**config.mk**
```make
export PLATFORM = sky130hd
export DESIGN_NAME = debounce_multi_flat
export DESIGN_NICKNAME = d
export VERILOG_FILES = /design/src/rtl/debounce_multi_if.sv /design/src/rtl/debounce_multi.sv /design/src/flat_wrapper.sv
export SDC_FILE = /design/constraint.sdc
export NUM_CORES = 1
export LEC_CHECK = 0
export ABC_AREA = 1
export CAP_MARGIN = 0
export CORE_MARGIN = 2
export CORE_UTILIZATION = 65
export DETAILED_ROUTE_END_ITERATION = 10
export PLACE_DENSITY = 0.91
export SLEW_MARGIN = 5
export SYNTH_ARGS = -nofsm -noshare
export SYNTH_HDL_FRONTEND = slang
export SYNTH_SLANG_ARGS = --single-unit
```
**constraint.sdc**
```tcl
create_clock -name clk -period 5.7 [get_ports clk]
set_input_delay 0.855 -clock clk [delete_from_list [all_inputs] [get_ports clk]]
set_output_delay 0.855 -clock clk [all_outputs]
set_load 0.05 [all_outputs]
```
**src/rtl/debounce_multi_if.sv**
```systemverilog
// Front-panel button bundle: raw pins in, conditioned levels and strobes out.
interface debounce_multi_if #(
  parameter int N = 4
) ();

  logic [N-1:0] button;
  logic [N-1:0] button_out;
  logic [N-1:0] press;
  logic [N-1:0] release_pulse;
  logic [N-1:0] btn_long;
  logic [N-1:0] long_pulse;
  logic         tick;

  modport master (
    output button,
    input  button_out, press, release_pulse, btn_long, long_pulse, tick
  );

  modport slave (
    input  button,
    output button_out, press, release_pulse, btn_long, long_pulse, tick
  );

endinterface

```
**src/rtl/debounce_multi.sv**
```systemverilog
// N-channel push-button conditioner: input sync, shared tick prescaler,
// per-channel stability debounce, press/release strobes and long-press detect.
module debounce_multi #(
  parameter int N          = 4,
  parameter int TICK_DIV   = 25000,
  parameter int STABLE_CNT = 15,
  parameter int LONG_TICKS = 1000
) (
  input logic           clk,
  input logic           rst,
  debounce_multi_if.slave bus
);

  localparam int DIV_W  = (TICK_DIV > 1) ? $clog2(TICK_DIV) : 1;
  localparam int CNT_W  = $clog2(STABLE_CNT + 1);
  localparam int HOLD_W = $clog2(LONG_TICKS + 1);

  localparam logic [DIV_W-1:0]  DIV_LAST = DIV_W'(TICK_DIV - 1);
  localparam logic [CNT_W-1:0]  CNT_MAX  = CNT_W'(STABLE_CNT);
  localparam logic [HOLD_W-1:0] HOLD_MAX = HOLD_W'(LONG_TICKS);

  logic [N-1:0]      s1;
  logic [N-1:0]      s2;
  logic [N-1:0]      cand;
  logic [N-1:0]      level;
  logic [N-1:0]      level_q;
  logic [N-1:0]      long_lvl;
  logic [N-1:0]      long_q;
  logic [CNT_W-1:0]  cnt  [N];
  logic [HOLD_W-1:0] hold [N];
  logic [DIV_W-1:0]  div;
  logic [DIV_W-1:0]  div_next;
  logic              tick_r;

  always_ff @(posedge clk or posedge rst) begin
    if (rst) begin
      s1 <= '0;
      s2 <= '0;
    end else begin
      s1 <= bus.button;
      s2 <= s1;
    end
  end

  always_comb begin
    div_next = (div == DIV_LAST) ? '0 : div + DIV_W'(1);
  end

  // tick is registered so it is exactly "div == TICK_DIV-1" yet stays low in reset
  always_ff @(posedge clk or posedge rst) begin
    if (rst) begin
      div    <= '0;
      tick_r <= 1'b0;
    end else begin
      div    <= div_next;
      tick_r <= (div_next == DIV_LAST);
    end
  end

  always_ff @(posedge clk or posedge rst) begin
    if (rst) begin
      cand  <= '0;
      level <= '0;
      for (int i = 0; i < N; i++) begin
        cnt[i] <= '0;
      end
    end else if (tick_r) begin
      for (int i = 0; i < N; i++) begin
        if (s2[i] != cand[i]) begin
          cand[i] <= s2[i];
          cnt[i]  <= '0;
        end else if (cnt[i] < CNT_MAX) begin
          cnt[i] <= cnt[i] + CNT_W'(1);
          if ((cnt[i] + CNT_W'(1) == CNT_MAX) && (cand[i] != level[i])) begin
            level[i] <= cand[i];
          end
        end
      end
    end
  end

  // Hold time only accumulates while the debounced level is high
  always_ff @(posedge clk or posedge rst) begin
    if (rst) begin
      for (int i = 0; i < N; i++) begin
        hold[i] <= '0;
      end
    end else begin
      for (int i = 0; i < N; i++) begin
        if (!level[i]) begin
          hold[i] <= '0;
        end else if (tick_r && (hold[i] < HOLD_MAX)) begin
          hold[i] <= hold[i] + HOLD_W'(1);
        end
      end
    end
  end

  always_ff @(posedge clk or posedge rst) begin
    if (rst) begin
      level_q <= '0;
      long_q  <= '0;
    end else begin
      level_q <= level;
      long_q  <= long_lvl;
    end
  end

  // Gating with level makes btn_long fall on the same cycle as button_out
  always_comb begin
    long_lvl = '0;
    for (int i = 0; i < N; i++) begin
      long_lvl[i] = level[i] && (hold[i] == HOLD_MAX);
    end
  end

  assign bus.button_out    = level;
  assign bus.press         = level & ~level_q;
  assign bus.release_pulse = ~level & level_q;
  assign bus.btn_long      = long_lvl;
  assign bus.long_pulse    = long_lvl & ~long_q;
  assign bus.tick          = tick_r;

endmodule
```
**src/flat_wrapper.sv**
```systemverilog
// flat-port wrapper written by rule: the top's interface ports become plain ports
module debounce_multi_flat 
#(
  parameter int N          = 4,
  parameter int TICK_DIV   = 25000,
  parameter int STABLE_CNT = 15,
  parameter int LONG_TICKS = 1000
)
  (clk, rst, bus_button, bus_button_out, bus_press, bus_release_pulse, bus_btn_long, bus_long_pulse, bus_tick);
  debounce_multi_if #(.N(N)) bus_i ();
  input logic clk;
  input logic rst;
  input wire logic [$bits(bus_i.button)-1:0] bus_button;
  output wire logic [$bits(bus_i.button_out)-1:0] bus_button_out;
  output wire logic [$bits(bus_i.press)-1:0] bus_press;
  output wire logic [$bits(bus_i.release_pulse)-1:0] bus_release_pulse;
  output wire logic [$bits(bus_i.btn_long)-1:0] bus_btn_long;
  output wire logic [$bits(bus_i.long_pulse)-1:0] bus_long_pulse;
  output wire logic [$bits(bus_i.tick)-1:0] bus_tick;
  assign bus_i.button = bus_button;
  assign bus_button_out = bus_i.button_out;
  assign bus_press = bus_i.press;
  assign bus_release_pulse = bus_i.release_pulse;
  assign bus_btn_long = bus_i.btn_long;
  assign bus_long_pulse = bus_i.long_pulse;
  assign bus_tick = bus_i.tick;
  debounce_multi #(.N(N), .TICK_DIV(TICK_DIV), .STABLE_CNT(STABLE_CNT), .LONG_TICKS(LONG_TICKS)) u_core (.clk(clk), .rst(rst), .bus(bus_i));
endmodule
```
==> results of run 1 <==
[layer usage]
| layer | GRT usage [%] | vias to the layer above | routed length [um] |
|---|---|---|---|
| li1 | - | 2077 | - |
| met1 | 31.3 | 2034 | 4370 |
| met2 | 42.5 | 112 | 4960 |
| met3 | 3.86 | 16 | 415 |
| met4 | 9.85 | 0 | 163 |
| met5 | 0 | - | 0 |
[cells in the mapped netlist, drive strengths merged]
cell type	count
o21ai	42
nand3	46
o22ai	1
a21oi	31
nand2	140
nor3	19
nor4	1
xor2	10
xnor2	4
mux2	1
buf	2
o31ai	3
nand4	17
nor2	86
ha	17
dfrtp	96
nor3b	2
clkbuf	4
inv	95
a31oi	4
and2	2
and3	2
o21a	1
[area by class of cell]
class,count,area [um2],share of cell area [%]
Timing Repair Buffer,27,268,4.82
Clock buffer,9,124,2.23
Sequential cell,96,2400,43.2
Tap cell,99,124,2.23
Clock inverter,7,70.1,1.26
Inverter,95,359,6.46
Multi-Input combinational cell,429,2210,39.8
[final timing paths]
check                                start  cells after the start                end  slack [ps]
min                           u_core.s1[2]                      0       u_core.s2[2]         360
max                        u_core.hold[10]                      8  bus_long_pulse[2]        2440
min reg2reg                   u_core.s1[2]                      0       u_core.s2[2]         360
max in group asynchronous              rst                      3     u_core.hold[7]        3760
max reg2reg                u_core.bus.tick                      7    u_core.hold[27]        3630
min in group asynchronous              rst                      2     u_core.cand[2]         880
[logic make-up (layout without fill, tap and decap cells)]
| logic type | count (synthesis) | count (layout) |
|---|---|---|
| buf+inv | 101 | 138 |
| xor+xnor | 14 | 14 |
| mux | 1 | 1 |
| compound gates | 82 | 82 |
| flops | 96 | 96 |
| fa+ha+maj | 17 | 17 |
| simple gates | 315 | 315 |
[stage by stage]
step                      setup slack [ps]  power [mW]  hold WS [ps]
after detailed placement              2840       0.720           341
after CTS                             2430        1.16           361
final                                 2440        1.15           356
after global routing                  2230        1.19           372
after floorplan                       2340       0.711           331
after global placement                2910       0.719           331
[sequential cells by signal (all words and copies together) (netlist names), 4 cells and up]
signal	cells
u_core.hold	40
u_core.cnt	16
u_core.div	15
u_core.bus.button_out	4
u_core.cand	4
u_core.level_q	4
u_core.long_q	4
u_core.s1	4
u_core.s2	4
[power groups by stage]
stage                     Sequential [mW]  Clock (mW)  Combinational (mW)
after floorplan                     0.698           0              0.0127
after global placement              0.698           0              0.0207
after detailed placement            0.698           0              0.0215
after CTS                           0.685       0.451              0.0215
after global routing                0.685       0.477              0.0241
final                               0.685       0.444              0.0202
==> impl_metrics.tcl, run 1 <==
set metrics [dict create \
    status "finished, final reports clean" \
    dieArea_mm2 0.00841 \
    ys_seq_area_share_pct 48.1 \
    cap_violations 0 \
    synth_fa_ha_area_share_pct 4.26 \
    fin_crit_sh_pct 57.3 \
    htree_levels 3 \
    drc_errors 0 \
    worst_setup_path_end_kind "output pin" \
    cts.path.max_buffers 2 \
    share_seq_of_total_power_pct 59.6 \
    critPathMaxStageDelay_ps 800 \
    syn_inst 626 \
    synth_top_area_cell "dfrtp_1" \
    port_buffers 26 \
    slowest_stage "clkdlybuf4s50_1" \
    switching_power_uw 259 \
    start_util_pct 68.2 \
    yosys.area_share.simple_pct 28.1 \
    diodes 0 \
    critPathBufInv 3 \
    final_cells 762 \
    fill_cells 510 \
    grt_usage_pct 24.7 \
    ys_ff_latch 96 \
    drtIter0Drc 289 \
    worstSkewPairLatency_ps 370 \
    dp_hpwl_mm 7.08 \
    ys_warn_count 0 \
    drive_above_1_share_pct 6.18 \
    yosysTopAreaCellShare_pct 48.1 \
    setup_tns_ps 0 \
    antenna_found_initial 0 \
    cpLargestDelayFamily "buffers and inverters" \
    grt_start_max_net_pins 53 \
    ys_top_cells_by_area "dfrtp_1 (48%), nand2_1 (10%), inv_1 (7.1%), nor2_1 (5.6%), nand3_1 (4.4%)" \
    fmax_mhz 306 \
    cts_hold_buf 0 \
    num_rows 31 \
    placedInstanceArea_mm2 0.00537 \
    yosysUniqueCellTypes 29 \
    first_global_vias 3980 \
    numCtsBuffers 9 \
    synth_nets 649 \
    cts_root_buffer "clkbuf_8" \
    syn_to_final_growth_pct 11.3 \
    p_leak_nw 2.43 \
    cp.required_ps 4850 \
    synth_xor_area_share_pct 2.45 \
    vias 4239 \
    fin_nets 681 \
    wl_mm 9.90 \
    dp.cells 746 \
    cts_setup_buffers 0 \
    stdcell_area_mm2 0.00556 \
    hold_viol 0 \
    clkTransAtPathRegs_ps 100 \
    fp.dieW_um 91.7 \
    ir_drop_mv 0.186 \
    clock_sinks 96 \
    core_mm2 0.00733 \
    cts_tree "yes" \
    p_per_area_mw_per_mm2 207 \
    finClkSkew_ps 15.0 \
    syn_area_mm2 0.00500 \
    period_needed_ps 3260 \
    synth-compound-area-share_pct 9.21 \
    crit_chain "inv_1 -> ha_1 -> nand4_1 -> nor3_1 -> and2_1 -> inv_1 -> nor2_1 -> clkdlybuf4s50_1" \
    synth_top_family_by_area "simple AND/OR/NAND/NOR gates" \
    hp-class "reg -> reg" \
    synth_mux_area_share_pct 0.225 \
    clkPwrFrac_pct 38.7 \
    rsz0062_at_grt "no" \
    syn_area_per_cell_um2 7.98 \
    die_height_um 91.7 \
    cp.arrival_ps 2410 \
    grt_pass1_wl_mm 16.8 \
    timing.slew.headroom_pct 57.0 \
    worstMarginPinSlew_ps 645 \
    slew_viol_final 0 \
    setup_viol 0 \
    cpMostUsedCell "inv_1" \
    drtPass1Iterations 5 \
    fin_util_pct 75.8 \
    wire_per_inst_um 13.0 \
    ctsResizeCount 0 \
    comb_power_share_pct 1.8 \
    viasPerCell 5.56 \
    layout_commonest_cell "nand2_1" \
    critPathLaunchType "register" \
    swShare_pct 22.5 \
    ant_nets 0 \
    worstPathMaxFanout 4 \
    layout_common_cells "nand2_1 (135), dfrtp_1 (96), inv_1 (93), nor2_1 (75), nand3_1 (44)" \
    gr-total-overflow 0 \
    path_class "reg -> out" \
    internal_power_uw 891 \
    pin_count 27 \
    gp_congestion 0.880 \
]
Note: power is estimated with default switching activity, not from simulation.
==> run 2: changes to the inputs <==
--- a/config.mk
+++ b/config.mk
@@ -8,9 +8,9 @@
 export ABC_AREA = 1
 export CAP_MARGIN = 0
 export CORE_MARGIN = 2
-export CORE_UTILIZATION = 65
+export CORE_UTILIZATION = 60
 export DETAILED_ROUTE_END_ITERATION = 10
-export PLACE_DENSITY = 0.91
+export PLACE_DENSITY = 0.85
 export SLEW_MARGIN = 5
 export SYNTH_ARGS = -nofsm -noshare
 export SYNTH_HDL_FRONTEND = slang
==> constraint.sdc (replaced) <==
create_clock -name clk -period 3.05 [get_ports clk]
set_input_delay 0.4575 -clock clk [delete_from_list [all_inputs] [get_ports clk]]
set_output_delay 0.4575 -clock clk [all_outputs]
set_load 0.05 [all_outputs]
==> run 2 against run 1 <==
Against the previous run:
- combinational power rose by 100%
- wire length is 0.92% lower
- first-iteration DRC count fell by 7.3%
- die area up 8.0%
- worst setup slack lost 2200 ps
- non-clock buffer count rose by 2
- sequential power up 87%
- register-to-register slack worse by 2500 ps
- worst hold slack got worse by 2.2 ps
- sequential share of layout area shrank 0.25 points
==> impl_metrics.tcl, run 2 (synthesized netlist as in run 1, its figures left out) <==
set metrics [dict create \
    numCtsBuffers 9 \
    setup_viol 0 \
    num_rows 33 \
    wire_per_inst_um 12.7 \
    cts.path.max_buffers 2 \
    rr_startpoint "u_core.bus.tick" \
    grt_pass1_wl_mm 17.0 \
    fmax_mhz 357 \
    cts_tree "yes" \
    wl_mm 9.81 \
    dieArea_mm2 0.00907 \
    timing.slew.headroom_pct 55.9 \
    p_leak_nw 2.46 \
    crit_start "u_core.hold[30]" \
    path_class "reg -> out" \
    rsz0062_at_grt "no" \
    start_util_pct 61.4 \
    worstSkewPairLatency_ps 370 \
    grt_usage_pct 23.7 \
    pin_count 27 \
    reg_top3 "u_core.hold: 40 flops, u_core.cnt: 16 flops, u_core.div: 15 flops" \
    syn_to_final_growth_pct 11.9 \
    hp-class "reg -> reg" \
    fin_util_pct 68.8 \
    critPathBufInv 3 \
    worstMarginPinSlew_ps 661 \
    viasPerCell 5.44 \
    ant_nets 0 \
    vias 4185 \
    drive_above_1_share_pct 6.47 \
    fin_nets 683 \
    setup_tns_ps 0 \
    ir_drop_mv 0.263 \
    layout_commonest_cell "nand2_1" \
    layout_common_cells "nand2_1 (135), dfrtp_1 (96), inv_1 (93), nor2_1 (75), nand3_1 (44)" \
    gp_congestion 0.882 \
    cp.required_ps 2590 \
    hp-start "u_core.s1[2]" \
    drc_errors 0 \
    drtIter0Drc 268 \
    htree_levels 3 \
    fp.dieW_um 95.3 \
    cts_hold_buf 0 \
    antenna_found_initial 0 \
    slew_viol_final 0 \
    clkTransAtPathRegs_ps 100 \
    cp.arrival_ps 2340 \
    worst_setup_path_end_kind "output pin" \
    crit_chain "inv_1 -> ha_1 -> nand4_1 -> nor3_1 -> and2_1 -> inv_1 -> nor2_1 -> clkdlybuf4s50_1" \
    critPathMaxStageDelay_ps 800 \
    critPathLaunchType "register" \
    diodes 0 \
    largest_reg_flops 40 \
    worstPathMaxFanout 3 \
    period_needed_ps 2800 \
    cap_violations 0 \
    port_buffers 26 \
    cpMostUsedCell "inv_1" \
    core_mm2 0.00813 \
    status "finished, final reports clean" \
    hold_viol 0 \
    die_height_um 95.3 \
    cts_root_buffer "clkbuf_8" \
    fin_crit_sh_pct 91.9 \
    finClkSkew_ps 17.8 \
    p_per_area_mw_per_mm2 380 \
    cpLargestDelayFamily "buffers and inverters" \
    dp_hpwl_mm 7.04 \
    largest_register "u_core.hold" \
    grt_start_max_net_pins 41 \
    first_global_vias 4026 \
    slowest_stage "clkdlybuf4s50_1" \
    clock_sinks 96 \
    gr-total-overflow 0 \
    drtPass1Iterations 5 \
]
run 2: changes by cell type in the layout (fill, tap and decap cells not counted), sizes merged:
cell           change
bufinv             -1
clkdlybuf4s50      -1
buf                +2
dlymetal6s2s       +1
clkbuf             +2
clkinv             -1
run 2: final cells by class:
type | count | area, um2
well taps | 105 | 131
multi-input cells | 429 | 2210
flip-flops and latches | 96 | 2400
fillers | 659 | 2540
repair buffers | 29 | 298
clock inverters | 5 | 38.8
clock buffers | 11 | 151
inverters | 95 | 358
run 2: final timing paths:
check                                     to  slack (ps)  cells past startpoint
setup reg to reg             u_core.hold[13]        1140                      6
hold reg to reg                 u_core.s2[2]         350                      0
hold / removal                  u_core.s2[2]         350                      0
setup / recovery           bus_long_pulse[0]         250                      8
max in group asynchronous  u_core.level_q[3]        1870                      3
min in group asynchronous    u_core.hold[16]         480                      2
run 2: timing repair:
item	4_1_cts	5_1_grt
setup endpoints to repair	0	1
gates resized for setup	0	1
buffers inserted	0	0
run 2: per-stage QoR:
stage | cell area, um2 | instances | worst slack, ps | power, mW | hold slack [ps]
final | 5590 | 770 | 248 | 2.13 | 353
after global routing | 5590 | 770 | 53.9 | 2.21 | 371
after CTS | 5590 | 770 | 188 | 2.15 | 355
after detailed placement | 5400 | 754 | 589 | 1.35 | 335
after global placement | 5400 | 754 | 658 | 1.35 | 333
after floorplan | 5000 | 626 | 87.1 | 1.33 | 331
run 2: report_power, final:
part	internal, mW	switching [mW]
Sequential	1.28	0.00255
Combinational	0.0108	0.0298
Clock	0.347	0.459
run 2: layer usage:
layer / part of all wire [%] / GRT usage, % / vias up / routed length (um)
li1: - / - / 2083 / -
met4: 1.8 / 8.21 / 0 / 172
met2: 49 / 38.8 / 110 / 4790
met5: 0 / 0 / - / 0
met3: 4.6 / 5.69 / 19 / 448
met1: 45 / 30.8 / 1973 / 4400
